`src/rtl/ball_motion_ctrl.sv`:
```
// ---------------------------------------------------------------------------
// ball_motion_ctrl
//
// Per-frame motion sequencer for the bouncing-ball display pipeline. On the
// first line of vertical blanking (HCOORD==0, VCOORD==V_ACTIVE) it steps the
// ball one frame: CALC_X and CALC_Y compute the new position and direction
// (with wall reflection) into shadow registers, and COMMIT copies them to the
// outputs in a single edge, so XPos/YPos never move during the active picture.
// Speed-load requests from game control are honoured only at COMMIT.
//
// Ports
//   CLK               system/pixel clock, rising edge
//   RST               synchronous active-high reset
//   EN                motion enable; a low EN suppresses the frame trigger
//   HCOORD, VCOORD    scan counters from the VGA timing generator
//   CFG_REQ           speed-load request, held until CFG_ACK
//   CFG_XSPD/YSPD     requested speed magnitudes
//   XPos, YPos        committed ball top-left coordinate
//   XSpeed, YSpeed    committed speed magnitudes
//   XDir, YDir        1 = right/down, 0 = left/up
//   BUSY              high while an update is in progress
//   FRAME_TICK        one-cycle pulse on the cycle after commit
//   CFG_ACK           one-cycle pulse when new speeds were loaded
//   BOUNCES           saturating wall-reflection count
// ---------------------------------------------------------------------------
module ball_motion_ctrl #(
  parameter int H_ACTIVE   = 640,
  parameter int V_ACTIVE   = 480,
  parameter int BALL_SIZE  = 16,
  parameter int X_INIT     = 312,
  parameter int Y_INIT     = 232,
  parameter int SPEED_INIT = 2
) (
  input  logic       CLK,
  input  logic       RST,
  input  logic       EN,
  input  logic [9:0] HCOORD,
  input  logic [9:0] VCOORD,
  input  logic       CFG_REQ,
  input  logic [5:0] CFG_XSPD,
  input  logic [5:0] CFG_YSPD,
  output logic [9:0] XPos,
  output logic [9:0] YPos,
  output logic [5:0] XSpeed,
  output logic [5:0] YSpeed,
  output logic       XDir,
  output logic       YDir,
  output logic       BUSY,
  output logic       FRAME_TICK,
  output logic       CFG_ACK,
  output logic [7:0] BOUNCES
);

  localparam logic [1:0] IDLE   = 2'd0;
  localparam logic [1:0] CALC_X = 2'd1;
  localparam logic [1:0] CALC_Y = 2'd2;
  localparam logic [1:0] COMMIT = 2'd3;

  localparam logic [9:0] X_MAX  = 10'(H_ACTIVE - BALL_SIZE);
  localparam logic [9:0] Y_MAX  = 10'(V_ACTIVE - BALL_SIZE);
  localparam logic [9:0] V_LINE = 10'(V_ACTIVE);

  // Result of stepping one axis by one frame.
  typedef struct packed {
    logic [9:0] pos;
    logic       dir;
    logic       bounce;
  } axis_step_t;

  // One-axis move with reflection. The sum is formed in 11 bits so a ball
  // near the far wall cannot wrap past 1023 and miss the comparison. A zero
  // speed never reflects, even when the ball already touches a wall.
  function automatic axis_step_t axis_step(input logic [9:0] pos,
                                           input logic [5:0] spd,
                                           input logic       dir,
                                           input logic [9:0] lim);
    logic [10:0] sum;
    axis_step_t  r;
    sum      = {1'b0, pos} + {5'b0, spd};
    r.pos    = pos;
    r.dir    = dir;
    r.bounce = 1'b0;
    if (spd != 6'd0) begin
      if (dir) begin
        if (sum >= {1'b0, lim}) r = '{pos: lim, dir: 1'b0, bounce: 1'b1};
        else                    r.pos = sum[9:0];
      end else begin
        if (pos <= {4'b0, spd}) r = '{pos: 10'd0, dir: 1'b1, bounce: 1'b1};
        else                    r.pos = pos - {4'b0, spd};
      end
    end
    return r;
  endfunction

  logic [1:0] state;
  axis_step_t x_step;   // shadow result of CALC_X
  axis_step_t y_step;   // shadow result of CALC_Y
  logic [8:0] bounce_sum;
  logic [7:0] bounces_next;

  // A corner hit adds two in one frame; the ninth bit catches overflow.
  always_comb begin
    bounce_sum   = {1'b0, BOUNCES} + {8'b0, x_step.bounce} + {8'b0, y_step.bounce};
    bounces_next = bounce_sum[8] ? 8'hFF : bounce_sum[7:0];
  end

  assign BUSY = (state != IDLE);

  // NOTE: state registers use non-blocking assignments so every register in
  // this block samples the pre-edge values; blocking here would let CALC_X
  // results leak into the same edge's COMMIT logic in simulation.
  always_ff @(posedge CLK) begin
    if (RST) begin
      state      <= IDLE;
      x_step     <= '0;
      y_step     <= '0;
      XPos       <= 10'(X_INIT);
      YPos       <= 10'(Y_INIT);
      XSpeed     <= 6'(SPEED_INIT);
      YSpeed     <= 6'(SPEED_INIT);
      XDir       <= 1'b1;
      YDir       <= 1'b1;
      FRAME_TICK <= 1'b0;
      CFG_ACK    <= 1'b0;
      BOUNCES    <= 8'd0;
    end else begin
      FRAME_TICK <= 1'b0;
      CFG_ACK    <= 1'b0;
      case (state)
        IDLE: begin
          if (EN && (HCOORD == 10'd0) && (VCOORD == V_LINE)) state <= CALC_X;
        end
        CALC_X: begin
          x_step <= axis_step(XPos, XSpeed, XDir, X_MAX);
          state  <= CALC_Y;
        end
        CALC_Y: begin
          y_step <= axis_step(YPos, YSpeed, YDir, Y_MAX);
          state  <= COMMIT;
        end
        COMMIT: begin
          XPos       <= x_step.pos;
          YPos       <= y_step.pos;
          XDir       <= x_step.dir;
          YDir       <= y_step.dir;
          BOUNCES    <= bounces_next;
          FRAME_TICK <= 1'b1;
          // New speeds take effect on the next frame's calculation only.
          if (CFG_REQ) begin
            XSpeed  <= CFG_XSPD;
            YSpeed  <= CFG_YSPD;
            CFG_ACK <= 1'b1;
          end
          state <= IDLE;
        end
        default: state <= IDLE;
      endcase
    end
  end

endmodule

```
`config.mk`:
```
export PLATFORM = sky130hd
export DESIGN_NAME = ball_motion_ctrl
export DESIGN_NICKNAME = d
export VERILOG_FILES = /design/src/rtl/ball_motion_ctrl.sv
export SDC_FILE = /design/constraint.sdc
export NUM_CORES = 1
export LEC_CHECK = 0
export CORE_UTILIZATION = 50
export CTS_CLUSTER_SIZE = 24
export DETAILED_ROUTE_END_ITERATION = 8
export PLACE_DENSITY = 0.76
export SYNTH_ARGS = -nofsm -noshare
export SYNTH_HDL_FRONTEND = slang
export SYNTH_SLANG_ARGS = --single-unit
```
`constraint.sdc`:
```
create_clock -name CLK -period 3.9 [get_ports CLK]
set_clock_uncertainty 0.2 [all_clocks]
set_input_delay 0.585 -clock CLK [delete_from_list [all_inputs] [get_ports CLK]]
set_output_delay 0.585 -clock CLK [all_outputs]
set_load 0.1 [all_outputs]
```
# ---- Yosys cells after proc, flatten, opt, wreduce, memory -nomap -nowiden
# Index checks and enable logic that the tools add are counted.
dict set report op_classes {
  n_addsub 6
  magnitude_cmp 4
  n_eq_ne 5
  mux 17
  n_bitwise 1
  n_reduce_logical 9
}
# operator count
set ops {}
lappend ops {{$mux W12} 4}
lappend ops {{$mux W10} 4}
lappend ops {{$add A10 B6 Y11} 2}
lappend ops {{$le A10 B6 Y1} 2}
lappend ops {{$sub A10 B6 Y10} 2}
lappend ops {{$reduce_bool A6 Y1} 2}
lappend ops {{$ge A11 B10 Y1 const B} 1}
lappend ops {{$ge A11 B9 Y1 const B} 1}
lappend ops {{$eq A10 B9 Y1 const B} 1}
lappend ops {{$logic_not A10 Y1} 1}
lappend ops {{$mux W2} 5}
lappend ops {{$add A8 B1 Y9} 1}
lappend ops {{$add A9 B1 Y9} 1}
lappend ops {{$mux W8} 1}
lappend ops {{$pmux W2 S4} 1}
lappend ops {{$eq A2 B2 Y1 const B} 2}
lappend ops {{$eq A2 B1 Y1 const B} 1}
lappend ops {{$logic_and A1 B1 Y1} 2}
lappend ops {{$logic_not A2 Y1} 1}
lappend ops {{$mux W1} 2}
lappend ops {{$ne A2 B2 Y1 const B} 1}
lappend ops {{$reduce_and A2 Y1} 1}
lappend ops {{$reduce_bool A2 Y1} 1}
lappend ops {{$reduce_or A2 Y1} 1}
lappend ops {{$not A1 Y1} 1}
dict set report word_totals {
  reg_bits 70
  inputBits 36
  out_inout_bits 45
  elab_cells 58
}

# ---- Logic depth before layout (Yosys ltp)
# Gate-level depths: netlist of the first run.
dict set report depth {
  word_depth 5
  ltp_mapped 13
  mapped_depth_nobuf 12
}

# ---- Worst setup path before layout of the first run
# OpenSTA, ideal clock, no wires.
dict set report synth_path {
  kind {register to register}
  startpoint {reg XSpeed[4]}
  endpoint {reg x_step[5] in the netlist's numbering}
  setup_ps 95
  arrival_ps 3348
  required_ps 3605
  slack_ps 257
  stages_incl_launch_ff 12
  n_path_buf 1
  cell_sequence {dfxtp_1 -> inv_1 -> ha_1 -> buf_4 -> nor2_1 -> o21ai_1 -> a31oi_1 -> mux2_2 -> o31ai_4 -> a32oi_1 -> or4_1 -> o311ai_1}
}
dict set report synth_via {
  elab_chain_len 5
  elab_cells_between_ends 8
  classes_between {1 x add/sub; 2 x order compare; 4 x mux; 1 x reduce/logical}
}
# element line_no
set synth_lines {}
lappend synth_lines {{from (decl)} 44} ;# output logic [5:0] XSpeed,
lappend synth_lines {{from (signal assigned)} 119} ;# XSpeed <= 6'(SPEED_INIT);
lappend synth_lines {{$add A10 B6 Y11} 79} ;# sum = {1'b0, pos} + {5'b0, spd};
lappend synth_lines {{$ge A11 B10 Y1} 85} ;# if (sum >= {1'b0, lim}) r = '{pos: lim, dir: 1'b0, bounce: 1'b1};
lappend synth_lines {{$mux W10} 85}
lappend synth_lines {{$mux W12} 84} ;# if (dir) begin
lappend synth_lines {{$mux W12 (*)} 83} ;# if (spd != 6'd0) begin
lappend synth_lines {{to (signal assigned)} 134} ;# x_step <= axis_step(XPos, XSpeed, XDir, X_MAX);
lappend synth_lines {{to (decl)} 96} ;# axis_step_t x_step;
# Mark *: on every way between the ends. The rest lies on a longest branch, timed or not.
# A chain may end at the register's enable or synchronous reset.

# ---- Final worst setup path of the first run
dict set report layout_path {
  startpoint {reg XSpeed[4]}
  endpoint {reg x_step[2] in the netlist's numbering}
}
# The elaborated chain is that of the path after synthesis.

==> flow_metrics.env, run 1 <==
export IMPL_slew_headroom_pct=33.1
export IMPL_yosysMostFrequentCell="nor2_1"
export IMPL_postCtsSetupBuffers=0
export IMPL_drt_wl_total_um=12500
export IMPL_via_count=4594
export IMPL_num_antenna_cells=0
export IMPL_crit_path_start_kind="register"
export IMPL_synth_common_cells="72 x nor2_1, 70 x dfxtp_1, 63 x nand2_1"
export IMPL_dr_pass1_iters=5
export IMPL_synth_cell_area_um2=4830
export IMPL_cts_path_max_buffers=2
export IMPL_power_frac_clock_pct=33.6
export IMPL_setup_viol=0
export IMPL_drive_above_1_share_pct=6.71
export IMPL_core_area_um2=9280
export IMPL_place_hpwl_um=9180
export IMPL_fp_dieArea_um2=10100
export IMPL_finalNetCount=737
export IMPL_path_depth=10
export IMPL_place_inst=784
export IMPL_fillers=854
export IMPL_slowest_delay_ps=400
export IMPL_cp_slowest_cell="dfxtp_1"
export IMPL_r2r_cells=10
export IMPL_cts_clk_slew_worst_paths_ps=80
export IMPL_drt_iter0_drc=251
export IMPL_setup_tns_ps=0
export IMPL_status="finished clean"
export IMPL_yosysTopAreaCellShare_pct=29.0
export IMPL_ys_warn_count=0
export IMPL_maxCapViolCount=0
export IMPL_fmax_mhz=304
export IMPL_fin_area_um2=5870
export IMPL_ys_seq_area_share_pct=29.0
export IMPL_cts_sinks=70
export IMPL_place_congestion=0.896
export IMPL_multi_input_area_um2=3110
export IMPL_cts_root_buf="clkbuf_8"
export IMPL_critical_path_class="register to register"
export IMPL_grt_pass1_vias=4307
export IMPL_cp_required_ps=3950
export IMPL_hold_buffers=0
export IMPL_avgSynthCellArea_um2=7.93
export IMPL_cts_buffers=9
export IMPL_cts_resized=0
export IMPL_drt_vias_per_instance=5.74
export IMPL_start_util_pct=52.0
export IMPL_htreeDepth=3
export IMPL_drc=0
export IMPL_ys_types=79
export IMPL_synth_top_cells_by_area="dfxtp_1 29%, ha_1 7.8%, nor2_1 5.6%, mux2i_1 5.2%, nand2_1 4.9%"
export IMPL_slew_viol_final=0
export IMPL_hold_slack_ps=272
export IMPL_rsz0062_at_grt="false"
export IMPL_cp_max_fo=8
export IMPL_fin_crit_sh_pct=84.3
export IMPL_worst_pin_slew_ps=1000
export IMPL_grt_pass1_wl_um=20900
export IMPL_gr_total_overflow=0
export IMPL_syn_num_nets=680
export IMPL_portBuffers=80
export IMPL_ant_nets=0
export IMPL_final_hold_violation_count=0
export IMPL_path_buf_inv=1
export IMPL_num_rows=35
export IMPL_min_path_cells=2
export IMPL_ys_async_sr_fraction_pct=0
export IMPL_p_leak_nw=2.07
export IMPL_die_w_um=100
export IMPL_yosys_area_top_type="dfxtp_1"
export IMPL_ys_ff_latch=70
export IMPL_io_pins=81
export IMPL_regArea_um2=1400
export IMPL_cp_top_family="compound AO/OA/AOI/OAI gates"
export IMPL_peakVddDrop_mv=0.334
export IMPL_syn_inst=609
export IMPL_total_power_mw=1.81
export IMPL_synth_edf_count=0
export IMPL_synthToLayoutAreaGrowth_pct=21.4
export IMPL_placed_area_um2=5660
export IMPL_crit_chain="inv_1, ha_1, nor2_1, o21ai_1, a31oi_1, mux2_2, o31ai_4, nand2_2, a211o_1, a311oi_2"
export IMPL_intPower_mw=1.24
export IMPL_critPathArrivalTime_ps=3340
export IMPL_grt_usage_pct=26.0
export IMPL_antenna_found_initial=0
export IMPL_p_sw_share_pct=31.3
export IMPL_net_switching_power_mw=0.567
export IMPL_pwr_share_seq_pct=44.9
export IMPL_cp_end_kind="register"
export IMPL_p_per_area_nw_per_um2=309
export IMPL_wl_per_cell_um=15.7
export IMPL_holdCritPathClass="register to register"
export IMPL_clk_latency_ps=340
export IMPL_grt_max_degree=36
export IMPL_instances_no_fill=800
export IMPL_synth_main_ff_cell="dfxtp_1"
export IMPL_fin_crit_ps=3290
export IMPL_cts_tree="yes"
export IMPL_die_h_um=100
export IMPL_power_frac_comb_pct=21.5
registers in the layout (all words and copies together) (netlist names):
| signal | cells |
|---|---|
| CFG_ACK | 1 |
| XDir | 1 |
| XSpeed | 6 |
| y_step | 12 |
| state | 2 |
| YSpeed | 6 |
| YDir | 1 |
| BOUNCES | 8 |
| FRAME_TICK | 1 |
| x_step | 12 |
| XPos | 10 |
| YPos | 10 |
metrics by stage:
step | util (%) | setup WS (ps)
2_1_floorplan | - | 257
3_3_place_gp | 61.0 | 780
3_5_place_dp | 61.0 | 653
4_1_cts | 63.2 | 627
5_1_grt | 63.2 | 343
6_report | 63.2 | 611
per-layer routing:
metal / global-route usage (%) / wire (µm)
met1: 36.4 / 6040
met4: 9.36 / 242
met3: 3.69 / 609
met5: 0 / 0
met2: 40.9 / 5640
layout make-up:
class / instances / area share, %
clock inverter: 6 / 1.17
tap: 129 / 2.75
inverter: 38 / 2.43
sequential: 70 / 23.9
timing repair buffer: 86 / 14.3
clock buffer: 10 / 2.35
multi-input combinational: 461 / 53.1
cell usage in the layout, fill, tap and decap left out, drive strengths merged, types with 4 or more instances in the layout:
cell / n
nor2b: 13
a311oi: 4
a21boi: 4
mux2i: 25
and3: 6
a211o: 4
nor3: 14
o21ai: 33
o211a: 4
a21o: 6
clkbuf: 10
a21oi: 40
nand3: 15
nor2: 72
o41ai: 4
a211oi: 8
xnor2: 10
nand2: 64
nand2b: 10
and2: 4
nor4: 7
o211ai: 9
dfxtp: 70
clkdlybuf4s50: 79
a31oi: 7
buf: 7
nand4: 4
fa: 5
inv: 39
xor2: 4
ha: 30
worst paths after layout:
path	startpoint	endpoint	slack, ps
min reg2reg	y_step[8]	YPos[6]	270
max	XSpeed[4]	x_step[2]	610
max reg2reg	XSpeed[4]	x_step[2]	610
min	y_step[8]	YPos[6]	270
tightest hold or removal path, stage by stage (launching register included):
cell and delay [ps]:
dfxtp_1 330, mux2i_1 70, nand2_1 60
logic make-up after synthesis:
logic type,Yosys count,synth area share [%]
AO/OA/AOI/OAI,161,24.1
XOR/XNOR,14,2.54
adder cells (fa/ha/maj),35,9.84
buffers and inverters,78,6.55
flip-flops,70,29.0
multiplexers,27,5.65
AND/OR/NAND/NOR,224,22.4
power groups by stage:
| stage | clock network, mW | registers [mW] | logic, mW |
|---|---|---|---|
| after floorplan | 0 | 0.832 | 0.265 |
| after global placement | 0 | 0.827 | 0.372 |
| after detailed placement | 0 | 0.830 | 0.386 |
| after CTS | 0.623 | 0.814 | 0.388 |
| after global routing | 0.651 | 0.823 | 0.430 |
| final | 0.609 | 0.814 | 0.389 |
No activity file was read; power rests on OpenSTA's default activity.
==> run 2, diff against run 1 <==
--- a/config.mk
+++ b/config.mk
@@ -5,10 +5,10 @@
 export SDC_FILE = /design/constraint.sdc
 export NUM_CORES = 1
 export LEC_CHECK = 0
-export CORE_UTILIZATION = 50
+export CORE_UTILIZATION = 49
 export CTS_CLUSTER_SIZE = 24
 export DETAILED_ROUTE_END_ITERATION = 8
-export PLACE_DENSITY = 0.76
+export PLACE_DENSITY = 0.77
 export SYNTH_ARGS = -nofsm -noshare
 export SYNTH_HDL_FRONTEND = slang
 export SYNTH_SLANG_ARGS = --single-unit
==> constraint.sdc (replaced) <==
create_clock -name CLK -period 3 [get_ports CLK]
set_clock_uncertainty 0.2 [all_clocks]
set_input_delay 0.45 -clock CLK [delete_from_list [all_inputs] [get_ports CLK]]
set_output_delay 0.45 -clock CLK [all_outputs]
set_load 0.1 [all_outputs]
==> run 2 against run 1 <==
Compared with the run above:
- worst setup slack got worse by 540 ps
- clock power increased by 37%
- design area increased by 6.4%
- highest routed layer unchanged
- via count increased by 3.4%
- critical path type unchanged
- die area increased by 2.0%
- routed wire length increased by 6.1%
- hold slack got worse by 64 ps
- largest power group unchanged
- non-clock buffer count increased by 30
- sequential power increased by 29%
- utilization increased by 3.1 points
- critical path depth increased by 2
==> flow_metrics.env, run 2 (synthesis gave the netlist of run 1 again) <==
export IMPL_p_leak_nw=2.37
export IMPL_fin_crit_ps=2930
export IMPL_p_sw_share_pct=31.3
export IMPL_fmax_mhz=341
export IMPL_place_ws_ps=11.2
export IMPL_net_switching_power_mw=0.747
export IMPL_holdCritPathClass="primary input to register"
export IMPL_worst_pin_slew_ps=573
export IMPL_grt_pass1_vias=4446
export IMPL_cp_required_ps=3060
export IMPL_crit_path_start_kind="register"
export IMPL_fillers=806
export IMPL_cp_slowest_cell="or4_1"
export IMPL_mostFrequentLayoutCells="80 x buf_4, 70 x nor2_1, 63 x nand2_1, 43 x dfxtp_1"
export IMPL_critical_path_class="register to register"
export IMPL_grt_pass1_wl_um=21900
export IMPL_power_frac_comb_pct=21.3
export IMPL_intPower_mw=1.64
export IMPL_power_frac_clock_pct=34.8
export IMPL_rsz0062_at_grt="true"
export IMPL_cts_buffers=9
export IMPL_place_hpwl_um=10000
export IMPL_total_power_mw=2.39
export IMPL_num_antenna_cells=0
export IMPL_cts_root_buf="clkbuf_8"
export IMPL_slew_viol_final=0
export IMPL_gr_total_overflow=0
export IMPL_regArea_um2=1470
export IMPL_layout_cells_most_common="buf_4"
export IMPL_critPathArrivalTime_ps=2990
export IMPL_fp_dieArea_um2=10300
export IMPL_layout_setup_ws_ps=66.2
export IMPL_setup_viol=0
export IMPL_finalNetCount=767
export IMPL_via_count=4752
export IMPL_p_per_area_nw_per_um2=383
export IMPL_drt_wl_total_um=13300
export IMPL_slowest_delay_ps=460
export IMPL_wl_per_cell_um=16.0
export IMPL_multi_input_area_um2=3290
export IMPL_status="finished clean"
export IMPL_hold_buffers=0
export IMPL_pwr_share_seq_pct=43.8
export IMPL_synthToLayoutAreaGrowth_pct=29.2
export IMPL_maxCapViolCount=0
export IMPL_setup_tns_ps=0
export IMPL_drt_iter0_drc=245
export IMPL_r2r_start="XPos[0]"
export IMPL_cp_startpoint="XPos[0]"
export IMPL_final_hold_violation_count=0
export IMPL_cts_tree="yes"
export IMPL_cts_path_max_buffers=2
export IMPL_fin_crit_sh_pct=97.8
export IMPL_cp_end_kind="register"
export IMPL_peakVddDrop_mv=0.521
export IMPL_dr_pass1_iters=5
export IMPL_slew_headroom_pct=61.7
export IMPL_drc=0
export IMPL_cts_sinks=70
export IMPL_cp_max_fo=5
export IMPL_start_util_pct=51.3
export IMPL_core_area_um2=9420
export IMPL_grt_max_degree=28
export IMPL_clk_latency_ps=350
export IMPL_num_rows=35
export IMPL_htreeDepth=3
export IMPL_cts_clk_slew_worst_paths_ps=80
export IMPL_io_pins=81
export IMPL_top_regs="x_step: 12 flops, y_step: 12 flops"
export IMPL_crit_chain="inv_1, ha_1, inv_1, fa_2, a21oi_2, o21ai_2, a21o_1, o31ai_1, buf_4, or4_1, a21o_1, a311oi_1"
export IMPL_drive_above_1_share_pct=24.4
export IMPL_place_congestion=0.935
export IMPL_fin_util_pct=66.3
export IMPL_antenna_found_initial=0
export IMPL_min_from="RST"
export IMPL_die_h_um=101
export IMPL_grt_usage_pct=27.1
export IMPL_portBuffers=80
export IMPL_ant_nets=0
export IMPL_die_w_um=101
export IMPL_drt_vias_per_instance=5.73
run 2: timing repair:
item | CTS | global route
pin swaps | 3 | 4
setup endpoints to repair | 2 | 19
gates resized for setup | 1 | 27
hold endpoints to repair | 0 | 0
buffers inserted | 3 | 2
run 2: cell type report:
type	count	area share [%]
clock buffer	11	2.45
sequential	70	23.6
timing repair buffer	116	15.3
inverter	38	2.29
multi-input combinational	461	52.7
clock inverter	5	1.02
tap	129	2.59
run 2: final timing paths:
| kind | end | slack [ps] | cells after the start |
|---|---|---|---|
| max | x_step[9] | 70 | 12 |
| min | XPos[9] | 210 | 2 |
| max reg2reg | x_step[9] | 70 | 12 |
| min reg2reg | x_step[1] | 280 | 2 |
run 2: critical path: cells and delay by family (launching register included):
| family | cells | cell delay [ps] |
|---|---|---|
| adders and majority gates | 2 | 480 |
| AOI/OAI and AO/OA | 6 | 980 |
| buffers and inverters | 3 | 340 |
| DFF | 1 | 390 |
| and+or+nand+nor | 1 | 460 |
run 2: power by group through the flow:
stage / combinational, mW / sequential (mW) / clock (mW)
6_report: 0.509 / 1.05 / 0.832
3_5_place_dp: 0.498 / 1.07 / 0
4_1_cts: 0.502 / 1.05 / 0.845
3_3_place_gp: 0.486 / 1.06 / 0
2_1_floorplan: 0.345 / 1.07 / 0
5_1_grt: 0.562 / 1.06 / 0.883
run 2: routing by layer:
metal,global-route usage [%],routed length (µm),up-vias
met5,0,0,-
met4,8.14,182,0
met3,3.59,740,14
met2,46.2,6410,168
met1,35.6,5960,2240
li1,-,-,2330
run 2: metrics by stage:
stage	cells	cell area, µm²	hold WS (ps)
after detailed placement	809	5850	261
after global routing	830	6240	228
after CTS	828	6090	202
after floorplan	609	4950	220
final	830	6240	209
after global placement	809	5850	248
